===== src/rtl/rf_wb_arbiter.sv =====
// Round-robin writeback arbiter for the register file's single write port.
// After reset it can sweep every register to zero, because the BRAM-backed file has no reset.
module rf_wb_arbiter #(
    parameter int unsigned NREQ     = 3,
    parameter int unsigned DATAW    = 32,
    parameter int unsigned ADDRW    = 6,
    parameter int unsigned CLR_INIT = 1
) (
    input  logic                    clk,
    input  logic                    rstn,
    input  logic [NREQ-1:0]         req_valid,
    input  logic [NREQ*ADDRW-1:0]   req_addr,
    input  logic [NREQ*DATAW-1:0]   req_data,
    output logic [NREQ-1:0]         req_ready,
    output logic                    we3,
    output logic [ADDRW-1:0]        a3,
    output logic [DATAW-1:0]        wd3,
    output logic                    init_done
);

    localparam int unsigned PTRW = (NREQ > 1) ? $clog2(NREQ) : 1;

    localparam logic [0:0] S_CLR = 1'b0;
    localparam logic [0:0] S_RUN = 1'b1;

    localparam logic [ADDRW-1:0] CNT_LAST = {ADDRW{1'b1}};
    localparam logic [PTRW-1:0]  PTR_LAST = PTRW'(NREQ - 1);
    localparam logic [0:0]       S_RESET  = (CLR_INIT != 0) ? S_CLR : S_RUN;
    localparam logic             INIT_RST = (CLR_INIT != 0) ? 1'b0 : 1'b1;

    logic [0:0]       state_q,     state_d;
    logic [ADDRW-1:0] clr_cnt_q,   clr_cnt_d;
    logic [PTRW-1:0]  rr_ptr_q,    rr_ptr_d;
    logic             we3_q,       we3_d;
    logic [ADDRW-1:0] a3_q,        a3_d;
    logic [DATAW-1:0] wd3_q,       wd3_d;
    logic             init_done_q, init_done_d;

    logic [NREQ-1:0]  grant_c;
    logic             grant_any_c;
    logic [PTRW-1:0]  grant_idx_c;
    logic [ADDRW-1:0] grant_addr_c;
    logic [DATAW-1:0] grant_data_c;
    int               arb_idx_c;

    // Round-robin search starting at rr_ptr; only grants in RUN and never depends on req_ready.
    always_comb begin
        grant_c     = '0;
        grant_any_c = 1'b0;
        grant_idx_c = '0;
        arb_idx_c   = 0;
        if (state_q == S_RUN) begin
            for (int k = 0; k < int'(NREQ); k++) begin
                arb_idx_c = int'(rr_ptr_q) + k;
                if (arb_idx_c >= int'(NREQ)) begin
                    arb_idx_c = arb_idx_c - int'(NREQ);
                end
                if (!grant_any_c && req_valid[arb_idx_c]) begin
                    grant_any_c = 1'b1;
                    grant_idx_c = PTRW'(arb_idx_c);
                end
            end
            if (grant_any_c) begin
                grant_c[grant_idx_c] = 1'b1;
            end
        end
    end

    // One-hot select of the granted requester's address and data.
    always_comb begin
        grant_addr_c = '0;
        grant_data_c = '0;
        for (int i = 0; i < int'(NREQ); i++) begin
            if (grant_c[i]) begin
                grant_addr_c = grant_addr_c | req_addr[i*ADDRW +: ADDRW];
                grant_data_c = grant_data_c | req_data[i*DATAW +: DATAW];
            end
        end
    end

    // Next-state logic: zero-sweep in CLR, granted writeback in RUN.
    always_comb begin
        state_d     = state_q;
        clr_cnt_d   = clr_cnt_q;
        rr_ptr_d    = rr_ptr_q;
        we3_d       = 1'b0;
        a3_d        = a3_q;
        wd3_d       = wd3_q;
        init_done_d = init_done_q;
        case (state_q)
            S_CLR: begin
                we3_d     = 1'b1;
                a3_d      = clr_cnt_q;
                wd3_d     = '0;
                clr_cnt_d = clr_cnt_q + 1'b1;
                if (clr_cnt_q == CNT_LAST) begin
                    state_d     = S_RUN;
                    init_done_d = 1'b1;
                end
            end
            S_RUN: begin
                if (grant_any_c) begin
                    // r0 writes complete the handshake but never reach the file
                    we3_d    = (grant_addr_c != '0);
                    a3_d     = grant_addr_c;
                    wd3_d    = grant_data_c;
                    rr_ptr_d = (grant_idx_c == PTR_LAST) ? '0 : grant_idx_c + 1'b1;
                end
            end
            default: begin
                state_d = S_RUN;
            end
        endcase
    end

    // State and output registers with synchronous active-low reset.
    always_ff @(posedge clk) begin
        if (!rstn) begin
            state_q     <= S_RESET;
            clr_cnt_q   <= '0;
            rr_ptr_q    <= '0;
            we3_q       <= 1'b0;
            a3_q        <= '0;
            wd3_q       <= '0;
            init_done_q <= INIT_RST;
        end else begin
            state_q     <= state_d;
            clr_cnt_q   <= clr_cnt_d;
            rr_ptr_q    <= rr_ptr_d;
            we3_q       <= we3_d;
            a3_q        <= a3_d;
            wd3_q       <= wd3_d;
            init_done_q <= init_done_d;
        end
    end

    assign req_ready = grant_c;
    assign we3       = we3_q;
    assign a3        = a3_q;
    assign wd3       = wd3_q;
    assign init_done = init_done_q;

endmodule


===== config.mk =====
export PLATFORM = sky130hd
export DESIGN_NAME = rf_wb_arbiter
export DESIGN_NICKNAME = d
export VERILOG_FILES = /design/src/rtl/rf_wb_arbiter.sv
export SDC_FILE = /design/constraint.sdc
export NUM_CORES = 1
export LEC_CHECK = 0
export BUFFER_PORTS_ARGS = -buffer_cell sky130_fd_sc_hd__buf_2
export CAP_MARGIN = 40
export CORE_MARGIN = 2
export CORE_UTILIZATION = 47
export CTS_CLUSTER_DIAMETER = 150
export DETAILED_ROUTE_END_ITERATION = 10
export GPL_TIMING_DRIVEN = 0
export PLACE_DENSITY = 0.84
export SLEW_MARGIN = 40
export SYNTH_ARGS = -nofsm -noshare
export SYNTH_HDL_FRONTEND = slang
export SYNTH_SLANG_ARGS = --single-unit

===== constraint.sdc =====
create_clock -name clk -period 6.6 [get_ports clk]
set_input_delay 1.32 -clock clk [delete_from_list [all_inputs] [get_ports clk]]
set_output_delay 1.32 -clock clk [all_outputs]
set_load 0.05 [all_outputs]

## Word-level counts from Yosys, hierarchy flattened

Cells that the tools add are included.
Widths: inputs -> output; s select.

| cells by class | value |
|---|---|
| add/sub/neg operators | 7 |
| multipliers | 0 |
| divide/modulo/power cells | 0 |
| $lt $le $gt $ge | 8 |
| equal/unequal tests | 3 |
| shift operators | 0 |
| mux-type cells | 46 |
| bitwise gates (word level) | 5 |
| reductions and logical operators | 8 |

Operators with widths:

| cell | number |
|---|---|
| $mux 32 | 10 |
| $lt 32x4->1 const B | 3 |
| $or 32x32->32 | 2 |
| $pmux 32 s2 | 1 |
| $mux 6 | 4 |
| $mux 1 | 17 |
| $mux 2 | 6 |
| $or 6x6->6 | 2 |
| $pmux 6 s2 | 1 |
| $sub 3x2->4 const B | 2 |
| $add 6x1->6 const B | 1 |
| $bmux 1 s2 | 3 |
| $eq 6x6->1 const B | 1 |
| $ge 3x2->1 const B | 2 |
| $mux 3 | 2 |
| $reduce_bool 6->1 | 1 |
| $reduce_and 2->1 | 2 |
| $add 2x1->3 const B | 1 |
| $add 2x2->3 const B | 1 |
| $logic_and 1x1->1 | 3 |
| $lt 2x3->1 const B | 1 |
| $sub 2x2->3 const B | 1 |
| $add 2x1->2 const B | 1 |
| $demux 1 s2 | 1 |
| other kinds (7) | 8 |

| storage, ports and cells | value |
|---|---|
| bits in registers | 49 |
| latch bits | 0 |
| memory bits (writable) | 0 |
| memory bits (read-only) | 0 |
| input port bits | 119 |
| output and inout port bits | 43 |
| word-level logic and storage cells | 84 |
| memories kept | 0 |

## Depth between registers and ports, before layout

Gate-level depths: netlist of the first run.

| logic depth | value |
|---|---|
| word-level depth | 30 |
| mapped depth | 11 |
| depth with buffers taken out | 8 |

## Worst setup path before layout of the first run

OpenSTA, ideal clock, no wires.

| path | value |
|---|---|
| path kind | input -> output |
| start | input req_valid[1] |
| end | output req_ready[0] |
| arrival time | 2.972 ns |
| required time | 5.280 ns |
| path slack | 2.308 ns |
| stages | 5 |
| path buffers | 0 |
| cells stage by stage | mux2i_1 o32ai_1 a32oi_2 nand2_1 nor2_1 |

| between the ends | value |
|---|---|
| word-level cells in the longest chain between the ends | 19 |
| elaborated cells between the ends (all ways) | 30 |
| those cells by class | order compare (2); mux (23); reduce/logical (5) |

RTL lines:

| element | line | text |
|---|---|---|
| start, declared | 11 | `input logic [NREQ-1:0] req_valid,` |
| $bmux 1 s2 | 58 | `if (!grant_any_c && req_valid[arb_idx_c]) begin` |
| $mux 1 (not written as such) (2 in a row) | 58 |  |
| $mux 1 | 58 |  |
| $mux 1 | 52 | `if (state_q == S_RUN) begin` |
| $logic_not 1->1 | 58 |  |
| $logic_and 1x1->1 | 58 |  |
| $mux 1 | 58 |  |
| $mux 1 | 52 |  |
| [... 2 more ...] | - |  |
| $mux 2 | 58 |  |
| $mux 2 | 52 |  |
| $lt 2x3->1 (not written as such) / $ge 2x1->1 (equally long branches) | 64 | `grant_c[grant_idx_c] = 1'b1;` |
| $logic_and 1x1->1 (not written as such) | 64 |  |
| $mux 1 (not written as such) | 64 |  |
| $demux 1 s2 | 64 |  |
| $mux 3 (*) | 63 | `if (grant_any_c) begin` |
| $mux 3 (*) | 52 |  |
| end, declared | 14 | `output logic [NREQ-1:0] req_ready,` |

Mark *: on every way between the ends. The rest lies on a longest branch, timed or not. The select of a mux whose other input is x is not followed.

## Worst setup path in the final report of the first run

Same ends and word-level chain as after synthesis.

==> impl_summary.txt, run 1 <==
----------------------------------------------------
[Timing]
  Number of setup violations in the final report ... 0
  Worst Clk Skew ... about 4.4 ps
  Final Worst Setup Slack ... 2079 ps
  Max Freq ... 221.2 MHz
  Slew at the pin with the worst max-slew slack ... ~600 ps
  Final hold violation count ... 0
  Final critical-path share of the clock period ... between 60% and 70%
  Setup_tns ... 0 ps
  Min Clock Period, post-route ... between 4000 and 5000 ps
  Setup repair after global routing missed its margin ... no
  Worst slew slack as a fraction of its limit ... about three fifths
  Max-slew violation count ... 0

[Power and ir drop]
  Clock group share of total power ... roughly 31%
  Cell internal power dissipation ... 422.1 uW
  Proportion of power drawn by combinational gates ... between 10% and 20%
  Switching power share of the total ... about a quarter
  Peak ir drop on the vdd network ... slightly below 0.1 mV
  Portion of total power attributed to sequential cells ... a little over half
  Cell leakage power ... between 1.5 and 2 nW
  Total power density per cell area ... about 150 mW/mm2
  Switching pwr ... ~140 uW

[Floorplan]
  Initial core utilization ... between 40 and 50%
  Die H ... 79.66 um
  Number of rows created at floorplan ... 27
  Core Area ... around 0.0055 mm2
  Number of top-level design ports ... 162
  Die ar. ... 0.006345 mm2
  Width of the die ... 79.66 um

[Worst setup path]
  Worst Setup End Kind ... output port
  Crit path arrival time ... 3200 ps
  Crit path launch type ... input port
  FF-to-FF setup slack ... between 4000 and 5000 ps
  Crit Path Category ... in -> out
  Required time of the worst setup path ... 5280 ps
  Crit-path max FO ... 9

[Drt]
  Via-per-instance ratio ... between 5 and 6
  Detailed-route via count ... ~2800
  Number of nets with antenna violations after routing ... 0
  Initial detailed-routing violation count ... around 140
  Count of unresolved DRC violations after routing ... 0
  Final routed wirelength across all metal layers ... roughly 7.9 mm
  TritonRoute pass-1 iters ... 5
  Wire length per cell ... 14.96 um

[GRT]
  Total grt overflow ... 0
  Total global routing track utilization ... 24.73%
  Pin count of the biggest net entering global routing ... 15
  First-pass GRT wire length ... 12.39 mm
  Number of antenna violations at the first check in global routing ... 0
  Number of global-route vias before repair ... ~2700

[Place]
  Worst setup slack before clock tree synthesis ... around 2100 ps
  DP Wirelength ... roughly 6.3 mm
  Placed cells ... 517
  GPL Wtd Cong ... between 0.7 and 0.8
  Post-detailed-placement cell area ... 0.003586 mm2
  Count of port buffers added during placement ... approximately 160

[Yosys]
  Post-synth design cell area ... around 0.0027 mm2
  Largest area contributor in the netlist ... dfxtp_1
  Count of synthesis-stage warnings from yosys ... 0
  Seq cells post-synth ... between 40 and 50
  Top_reg_cell synth ... dfxtp_1
  Proportion of synthesized chip area in sequential cells ... 36.47%
  Fraction of synthesized cell area taken by the top area cell type ... between 30% and 40%
  Ranking of synthesized cells by instance count ... 49 x dfxtp_1, 37 x mux2i_1, 24 x a22oi_1
  Synth top area cells ... dfxtp_1 36%, mux2i_1 14%, a22oi_1 6.7%
  Synthesized netlist cell count ... 284
  Mean Syn Cell Area ... between 9 and 10 um2
  Post-synth cell types ... 45
  Most repeated cell in the gate-level netlist after synthesis ... dfxtp_1
  Number of nets produced by synthesis ... just over 400
  Fraction of registers with async set or reset after synthesis ... 0%
  Count of flip-flops with a built-in enable after synthesis ... 0

[Clocking]
  Clock slew at reported path FFs ... around 90 ps
  Clk_lat worst skew ... ~300 ps
  Clock Tree Root ... clkbuf_8
  Number of hold buffers added after cts ... 0
  H-tree levels ... 2
  CTS buffer count ... 5
  Post-cts gate resize count ... 0
  Number of clock sinks seen by CTS ... ~50
  Buffers from clock root to sink, at most ... 2
  TritonCTS clock tree ... built
  Post-CTS Setup Inserts ... 0

[Final layout]
  Non-Filler Instances ... roughly 530
  Post-layout util ... 66.64%
  Synthesis-to-finish area growth ... 36.42%
  Layout net count ... 576
  Fraction of final layout cells sized beyond drive strength 1 ... between 40% and 50%
  Design Area, Final ... 0.003670 mm2
  Count of inserted antenna diode cells ... 0

[Status]
  Outcome ... finished, final reports clean

[Flow run]
  Max_cap viols ... 0

[Min path]
  Hold crit path type ... reg -> reg

----------------------------------------------------
state kept, by name, indices dropped and copies added, names as in the netlist:
name,cells
init_done,1
rr_ptr_q,2
wd3,32
state_q,1
clr_cnt_q,6
we3,1
a3,6
path summary, 6_finish.rpt:
check / from / endpoint / cells after the start
min reg2reg: wd3[18] / wd3[18] / 2
max: req_valid[1] / req_ready[0] / 7
min: wd3[18] / wd3[18] / 2
max reg2reg: rr_ptr_q[1] / wd3[24] / 9
metal layers:
layer	global-route usage [%]	wire length, um	up-vias
li1	-	-	1393
met1	29.18	3160	1272
met2	43.78	3929	134
met3	5.656	577	17
met4	8.448	189	0
met5	0	0	-
critical path, cell delays in order:
cell and delay (ps):
buf_2 120, mux2i_1 330, o32ai_1 220, a32oi_2 530, nand2_1 210, nor2_1 180
buf_2 290
cell usage in the layout (no fill, tap or decap), types with 6 or more instances in the layout:
master,synthesis,final
nor2b_1,7,7
nor2_1,17,17
mux2_2,13,13
nand3_1,10,10
and3_1,6,6
clkbuf_1,5,7
inv_1,6,6
a22oi_1,24,24
a21oi_1,7,7
buf_2,2,163
mux2i_1,37,37
buf_6,7,7
dfxtp_1,49,49
o21ai_0,13,13
o21ai_1,20,20
nand2_1,11,11
through the flow:
stage | hold slack (ps) | power, mW
6_report | 453.7 | 0.5631
5_1_grt | 489.9 | 0.5882
4_1_cts | 457.6 | 0.5672
3_5_place_dp | 436.8 | 0.3982
3_3_place_gp | 429.2 | 0.3952
2_1_floorplan | 473.2 | 0.3519
final cells by class:
| type | instances | area (um2) |
|---|---|---|
| inverters | 7 | 26.28 |
| fillers | 461 | 1837 |
| flip-flops and latches | 49 | 980.9 |
| repair buffers | 161 | 805.8 |
| clock buffers | 7 | 76.32 |
| well taps | 72 | 90.09 |
| clock inverters | 1 | 7.507 |
| plain buffers | 19 | 145.1 |
| multi-input cells | 209 | 1538 |
power groups by stage:
stage / Clock (mW) / Sequential (mW) / Combinational [mW]
final: 0.172 / 0.301 / 0.0907
after detailed placement: 0 / 0.307 / 0.0907
after floorplan: 0 / 0.312 / 0.0401
after global routing: 0.189 / 0.301 / 0.0986
after global placement: 0 / 0.307 / 0.0878
after CTS: 0.176 / 0.300 / 0.0909
kinds of logic (layout without fill, tap and decap cells):
family / Yosys count / in the layout / share of synthesized area (%)
AOI/OAI and AO/OA: 86 / 86 / 21.44
and+or+nand+nor: 64 / 64 / 12.88
muxes: 50 / 50 / 19.21
DFF: 49 / 49 / 36.47
buffers and inverters: 26 / 195 / 6.372
adders and majority gates: 5 / 5 / 2.326
xor gates and xnor gates: 4 / 4 / 1.303
(Power assumes the default switching activity.)
==> run 2, diff against run 1 <==
--- a/config.mk
+++ b/config.mk
@@ -8,11 +8,11 @@
 export BUFFER_PORTS_ARGS = -buffer_cell sky130_fd_sc_hd__buf_2
 export CAP_MARGIN = 40
 export CORE_MARGIN = 2
-export CORE_UTILIZATION = 47
+export CORE_UTILIZATION = 39
 export CTS_CLUSTER_DIAMETER = 150
 export DETAILED_ROUTE_END_ITERATION = 10
 export GPL_TIMING_DRIVEN = 0
-export PLACE_DENSITY = 0.84
+export PLACE_DENSITY = 0.74
 export SLEW_MARGIN = 40
 export SYNTH_ARGS = -nofsm -noshare
 export SYNTH_HDL_FRONTEND = slang
==> constraint.sdc (replaced) <==
create_clock -name clk -period 3.9 [get_ports clk]
set_input_delay 0.78 -clock clk [delete_from_list [all_inputs] [get_ports clk]]
set_output_delay 0.78 -clock clk [all_outputs]
set_load 0.05 [all_outputs]
==> run 2 against run 1 <==
  * Critical path depth is 2 higher
  * First-iteration DRC count is 47% lower
  * Routed wire length is 0.41% higher
  * Critical path type is now reg -> out
  * Critical endpoint is now req_ready[2]
  * Largest power group unchanged
==> impl_summary.txt, run 2 (synthesis results as in run 1) <==
----------------------------------------------------
[Status]
  Outcome ... finished, final reports clean

[Worst setup path]
  Crit-path max FO ... 10 (+1)
  Worst flop-to-flop path endpoint ... wd3[20]
  Crit path arrival time ... 2750 ps (-450 ps)
  Crit Path Category ... reg -> out
  FF-to-FF setup slack ... 1320 ps (-2690 ps)
  Worst Setup End Kind ... output port
  Depth of the worst register-to-register path ... 9 (unchanged)
  Startpoint of the worst-slack reg-to-reg timing path ... rr_ptr_q[0]
  Required time of the worst setup path ... 3120 ps (-2160 ps)
  Crit path launch type ... flop

[Floorplan]
  Core Area ... 0.006719 mm2 (+22%)
  Die H ... 87.05 um (+9.3%)
  Width of the die ... 87.05 um (+9.3%)
  Number of top-level design ports ... 162 (unchanged)
  Initial core utilization ... 40.04% (-8.8 points)
  Die ar. ... 0.007578 mm2 (+19%)
  Number of rows created at floorplan ... 30 (+11%)

[Drt]
  TritonRoute pass-1 iters ... 4 (-1)
  Number of nets with antenna violations after routing ... 0 (unchanged)
  Final routed wirelength across all metal layers ... 7.888 mm (+0.41%)
  Via-per-instance ratio ... 5.225 (-2.6%)
  Wire length per cell ... 14.80 um (-1.1%)
  Count of unresolved DRC violations after routing ... 0 (unchanged)
  Detailed-route via count ... 2785 (-1.1%)
  Initial detailed-routing violation count ... 73 (-47%)

[Min path]
  Count of cells along the worst hold path ... 2 (unchanged)
  Hold crit path type ... reg -> reg
  Startpoint of the most critical hold path ... wd3[9]
  End of the worst hold path ... wd3[9]

[Final layout]
  Count of inserted antenna diode cells ... 0 (unchanged)
  Design Area, Final ... 0.003682 mm2 (+0.34%)
  Layout net count ... 576 (unchanged)
  Most common cell after layout, fill and taps aside ... buf_2
  Commonest non-fill, non-tap cells in the layout ... 163 x buf_2, 49 x dfxtp_1, 37 x mux2i_1, 24 x a22oi_1, 20 x o21ai_1
  Flip-flop count of the largest register after layout ... 32 (unchanged)
  Synthesis-to-finish area growth ... 36.88%
  Fraction of final layout cells sized beyond drive strength 1 ... 44.81% (+0.22 points)
  Non-Filler Instances ... 533 (+1.5%)

[Timing]
  Min Clock Period, post-route ... ~3500 ps
  Final critical-path share of the clock period ... 90.40%
  Max Freq ... between 200 and 300 MHz
  Setup_tns ... 0 ps (unchanged)
  Worst Clk Skew ... 9.728 ps (+5.291 ps)
  Setup repair after global routing missed its margin ... no
  Slew at the pin with the worst max-slew slack ... 641.3 ps (+49.54 ps)
  Number of setup violations in the final report ... 0 (unchanged)
  Final hold violation count ... 0 (unchanged)
  Worst slew slack as a fraction of its limit ... 57.02% (-3.5 points)
  Max-slew violation count ... 0 (unchanged)

[Clocking]
  Post-CTS Setup Inserts ... 0 (unchanged)
  TritonCTS clock tree ... built
  CTS buffer count ... 5 (unchanged)
  Number of hold buffers added after cts ... 0 (unchanged)
  H-tree levels ... 2 (unchanged)
  Buffers from clock root to sink, at most ... 2 (unchanged)
  Clock slew at reported path FFs ... 90 ps (about the same)
  Clk_lat worst skew ... 290 ps (about the same)
  Post-cts gate resize count ... 0 (unchanged)
  Number of clock sinks seen by CTS ... 49 (unchanged)
  Clock Tree Root ... clkbuf_8

[Place]
  GPL Wtd Cong ... 0.8070 (+3.0%)
  Placed cells ... 525 (+1.5%)
  Count of port buffers added during placement ... 161 (unchanged)
  DP Wirelength ... 6.425 mm (+2.3%)
  Post-detailed-placement cell area ... 0.003596 mm2 (+0.28%)

[GRT]
  First-pass GRT wire length ... 12.52 mm (+1.1%)
  Pin count of the biggest net entering global routing ... 16 (+1)
  Total global routing track utilization ... 20.76% (-4.0 points)
  Number of global-route vias before repair ... 2708 (+0.11%)
  Busiest grt layer ... met2
  Total grt overflow ... 0 (unchanged)
  Met3 demand-to-capacity share in global routing ... 4.171% (-1.5 points)
  Number of antenna violations at the first check in global routing ... 0 (unchanged)
  Met1 Track Usage GR ... 25.09% (-4.1 points)
  Routing usage on met2 ... 37.06% (-6.7 points)

[Flow run]
  Max_cap viols ... 0 (unchanged)

[Power and ir drop]
  Peak ir drop on the vdd network ... 0.1109 mV (+15%)
  Cell leakage power ... 1.719 nW (+0.42%)
  Total power density per cell area ... 260.6 mW/mm2 (+70%)

----------------------------------------------------
-- run 2: changes by cell type in the layout (fill, tap and decap cells not counted) --
cell | before | now
clkinv_2 | 0 | 1
clkbuf_1 | 7 | 6
inv_6 | 0 | 1
clkinvlp_4 | 1 | 0
-- run 2: worst max path at each step --
stage	slack (ps)	endpoint	depth (start not counted)	startpoint
final	370	req_ready[2]	9	rr_ptr_q[1]
after floorplan	690	req_ready[0]	5	req_valid[1]
after CTS	350	req_ready[2]	9	rr_ptr_q[0]
after detailed placement	550	req_ready[2]	8	req_valid[1]
after global routing	150	req_ready[0]	8	rr_ptr_q[1]
after global placement	630	req_ready[2]	8	req_valid[1]
-- run 2: power breakdown --
| part | total [mW] | internal [mW] | leakage, nW | switching (mW) |
|---|---|---|---|---|
| clock | 0.298 | 0.128 | 0.0456 | 0.170 |
| sequential | 0.508 | 0.505 | 0.396 | 0.00344 |
| combinational | 0.153 | 0.0824 | 1.28 | 0.0708 |
| total | 0.960 | 0.716 | 1.72 | 0.244 |
-- run 2: stage by stage --
stage	total power, mW	hold WS, ps	utilization [%]	setup WS (ps)
2_1_floorplan	0.5955	473.2	-	688.5
3_3_place_gp	0.6707	434.2	53.52	626.9
3_5_place_dp	0.6741	439.6	53.52	548.5
4_1_cts	0.9695	461.8	54.80	352.4
5_1_grt	1.004	487.7	54.80	150.5
6_report	0.9596	455.3	54.80	374.4
-- run 2: cell type report --
type                            count  area, um2
Timing Repair Buffer              161      805.8
Clock buffer                        6      72.57
Buffer                             19      145.1
Sequential cell                    49      980.9
Clock inverter                      2      13.76
Multi-Input combinational cell    209       1538
Fill cell                         630       3037
Inverter                            7      26.28
Tap cell                           80      100.1
-- run 2: per-layer routing --
| metal | vias to the layer above | routed length (um) |
|---|---|---|
| li1 | 1393 | - |
| met1 | 1278 | 3320 |
| met2 | 104 | 4005 |
| met3 | 10 | 442 |
| met4 | 0 | 120 |
| met5 | - | 0 |
-- run 2: critical path, cell delays in order (launching register included) --
cell	delay [ps]
dfxtp_1	330
inv_1	90
ha_1	270
mux2i_1	420
nor2_1	110
a21oi_2	300
buf_6	230
buf_4	240
and3_1	170
buf_2	280
==> run 3, diff against run 2 <==
--- a/config.mk
+++ b/config.mk
@@ -13,6 +13,7 @@
 export DETAILED_ROUTE_END_ITERATION = 10
 export GPL_TIMING_DRIVEN = 0
 export PLACE_DENSITY = 0.74
+export SETUP_SLACK_MARGIN = 0.5
 export SLEW_MARGIN = 40
 export SYNTH_ARGS = -nofsm -noshare
 export SYNTH_HDL_FRONTEND = slang
==> run 3 against run 2 <==
  * Power increased by 0.95%
  * Sequential cell count unchanged
  * Cell area grew 1.8%
  * First-iteration DRC count up 19%
  * Fmax increased by 7.3%
  * Die area unchanged
  * Critical path depth did not move
  * Non-clock buffer count increased by 4
  * Utilization increased by 0.99 points
==> impl_summary.txt, run 3 (synthesis results as in run 1) <==
----------------------------------------------------
[Worst setup path]
  Crit-path most repeated cell ... buf_6
  Critical-path cell with the highest stage delay ... ha_2
  Crit path launch type ... flop
  Crit path arrival time ... 2500 ps (-250 ps)
  Crit Path Category ... reg -> out
  Biggest cell delay along the critical path ... 400 ps (-20 ps)
  Worst path cell trace ... inv_1, ha_2, and3b_1, o21ai_0, a21oi_4, buf_6, buf_6, and3_1, clkbuf_4
  Required time of the worst setup path ... 3120 ps (about the same)
  Worst Setup End Kind ... output port
  Crit-path max FO ... 10 (unchanged)

[Final layout]
  Layout net count ... 580 (+0.69%)
  Count of inserted antenna diode cells ... 0 (unchanged)
  Post-layout util ... 55.79% (+0.99 points)
  Most common cell after layout, fill and taps aside ... buf_2
  Fraction of final layout cells sized beyond drive strength 1 ... 46.17% (+1.4 points)
  Non-Filler Instances ... 537 (+0.75%)
  Final-layout fill cell count ... 621 (-1.4%)
  Flip-flop count of the largest register after layout ... 32 (unchanged)
  Area of the multi-input gates ... 0.001565 mm2 (+1.8%)
  Synthesis-to-finish area growth ... 39.35%
  Commonest non-fill, non-tap cells in the layout ... 161 x buf_2, 49 x dfxtp_1, 36 x mux2i_1, 24 x a22oi_1, 20 x o21ai_1
  Sequential standard cell area ... 980.9 um2 (unchanged)

[Floorplan]
  Die H ... 87.05 um (unchanged)
  Width of the die ... 87.05 um (unchanged)
  Initial core utilization ... 40.04% (unchanged)
  Die ar. ... 0.007578 mm2 (unchanged)
  Number of rows created at floorplan ... 30 (unchanged)
  Number of top-level design ports ... 162 (unchanged)
  Core Area ... 0.006719 mm2 (unchanged)

[Clocking]
  Clock slew at reported path FFs ... 90 ps (about the same)
  TritonCTS clock tree ... built
  Clock Tree Root ... clkbuf_8
  CTS buffer count ... 5 (unchanged)
  H-tree levels ... 2 (unchanged)
  Buffers from clock root to sink, at most ... 2 (unchanged)
  Clk_lat worst skew ... 290 ps (about the same)
  Number of clock sinks seen by CTS ... 49 (unchanged)

[Drt]
  TritonRoute pass-1 iters ... 4 (unchanged)
  Count of unresolved DRC violations after routing ... 0 (unchanged)
  Number of nets with antenna violations after routing ... 0 (unchanged)
  Initial detailed-routing violation count ... 87 (+19%)
  Final routed wirelength across all metal layers ... 8.094 mm (+2.6%)
  Detailed-route via count ... 2817 (+1.1%)
  Wire length per cell ... 15.07 um (+1.8%)
  Via-per-instance ratio ... 5.246 (+0.40%)

[Flow run]
  Max_cap viols ... 0 (unchanged)

[Power and ir drop]
  Cell leakage power ... 1.739 nW (+1.2%)
  Final Power ... 968.8 uW (+0.95%)
  Total power density per cell area ... 258.4 mW/mm2 (-0.83%)
  Peak ir drop on the vdd network ... 0.1111 mV (+0.11%)

[Min path]
  Hold crit path type ... reg -> reg

[GRT]
  Pin count of the biggest net entering global routing ... 16 (unchanged)
  Number of antenna violations at the first check in global routing ... 0 (unchanged)
  Total grt overflow ... 0 (unchanged)
  Total global routing track utilization ... 21.18% (+0.42 points)
  Number of global-route vias before repair ... 2741 (+1.2%)
  First-pass GRT wire length ... 12.74 mm (+1.7%)

[Place]
  GPL Wtd Cong ... 0.8070 (unchanged)
  DP Wirelength ... 6.425 mm (unchanged)
  Placed cells ... 525 (unchanged)
  Count of port buffers added during placement ... 161 (unchanged)

[Timing]
  Worst slew slack as a fraction of its limit ... 57.00% (about the same)
  Slew at the pin with the worst max-slew slack ... 641.5 ps (+0.1828 ps)
  Setup repair after global routing missed its margin ... no
  Final critical-path share of the clock period ... 84.22% (-6.2 points)
  Number of setup violations in the final report ... 0 (unchanged)
  Worst Clk Skew ... 8.071 ps (-1.657 ps)
  Max Freq ... 304.5 MHz (+7.3%)
  Setup_tns ... 0 ps (unchanged)
  Final hold slack ... 455.2 ps (-0.06200 ps)
  Final hold violation count ... 0 (unchanged)
  Min Clock Period, post-route ... 3284 ps (-241.2 ps)
  Max-slew violation count ... 0 (unchanged)

[Status]
  Outcome ... finished, final reports clean

----------------------------------------------------
## run 3: worst paths after layout
check	from	to	slack (ps)	depth (start not counted)
setup / recovery	rr_ptr_q[0]	req_ready[2]	620	9
hold / removal	wd3[9]	wd3[9]	460	2
setup reg to reg	rr_ptr_q[0]	wd3[20]	1310	9
hold reg to reg	wd3[9]	wd3[9]	460	2
## run 3: layout make-up
cell class / instances / area share [%]
Buffer: 19 / 3.972
Clock buffer: 6 / 1.936
Clock inverter: 2 / 0.3672
Inverter: 7 / 0.7009
Multi-Input combinational cell: 209 / 41.76
Sequential cell: 49 / 26.17
Tap cell: 80 / 2.670
Timing Repair Buffer: 165 / 22.43
## run 3: timing repair
item / 4_1_cts / 5_1_grt
endpoints found under the setup margin: 2 / 2
gates resized for setup: 1 / 8
setup buffers: 3 / 1
pin swaps: 1 / 1
hold buffers: 0 / 0
## run 3: routing by layer
layer  vias to the layer above  global-route usage (%)  wire [um]
li1                       1399                       -          -
met5                         -                       0          0
met4                         0                   5.966        119
met2                       111                   38.24       4162
met1                      1297                   25.32       3334
met3                        10                   4.171        479
## run 3: worst max-delay path, delay by kind of cell (launching register included)
family                   cells  cell delay [ps]
buffers and inverters        4              720
AND/OR/NAND/NOR              2              370
flip-flops                   1              380
AO/OA/AOI/OAI                2              350
adder cells (fa/ha/maj)      1              400
## run 3: where the power goes
| group | internal (mW) | switching [mW] |
|---|---|---|
| Clock | 0.128 | 0.171 |
| Combinational | 0.0870 | 0.0738 |
| Sequential | 0.505 | 0.00348 |
| Total | 0.720 | 0.249 |
## run 3: metrics by stage
| step | setup WS [ps] | instance area (um2) |
|---|---|---|
| 2_1_floorplan | 688.5 | 2690 |
| 3_3_place_gp | 626.9 | 3596 |
| 3_5_place_dp | 548.5 | 3596 |
| 4_1_cts | 404.7 | 3712 |
| 5_1_grt | 520.8 | 3749 |
| 6_report | 615.6 | 3749 |
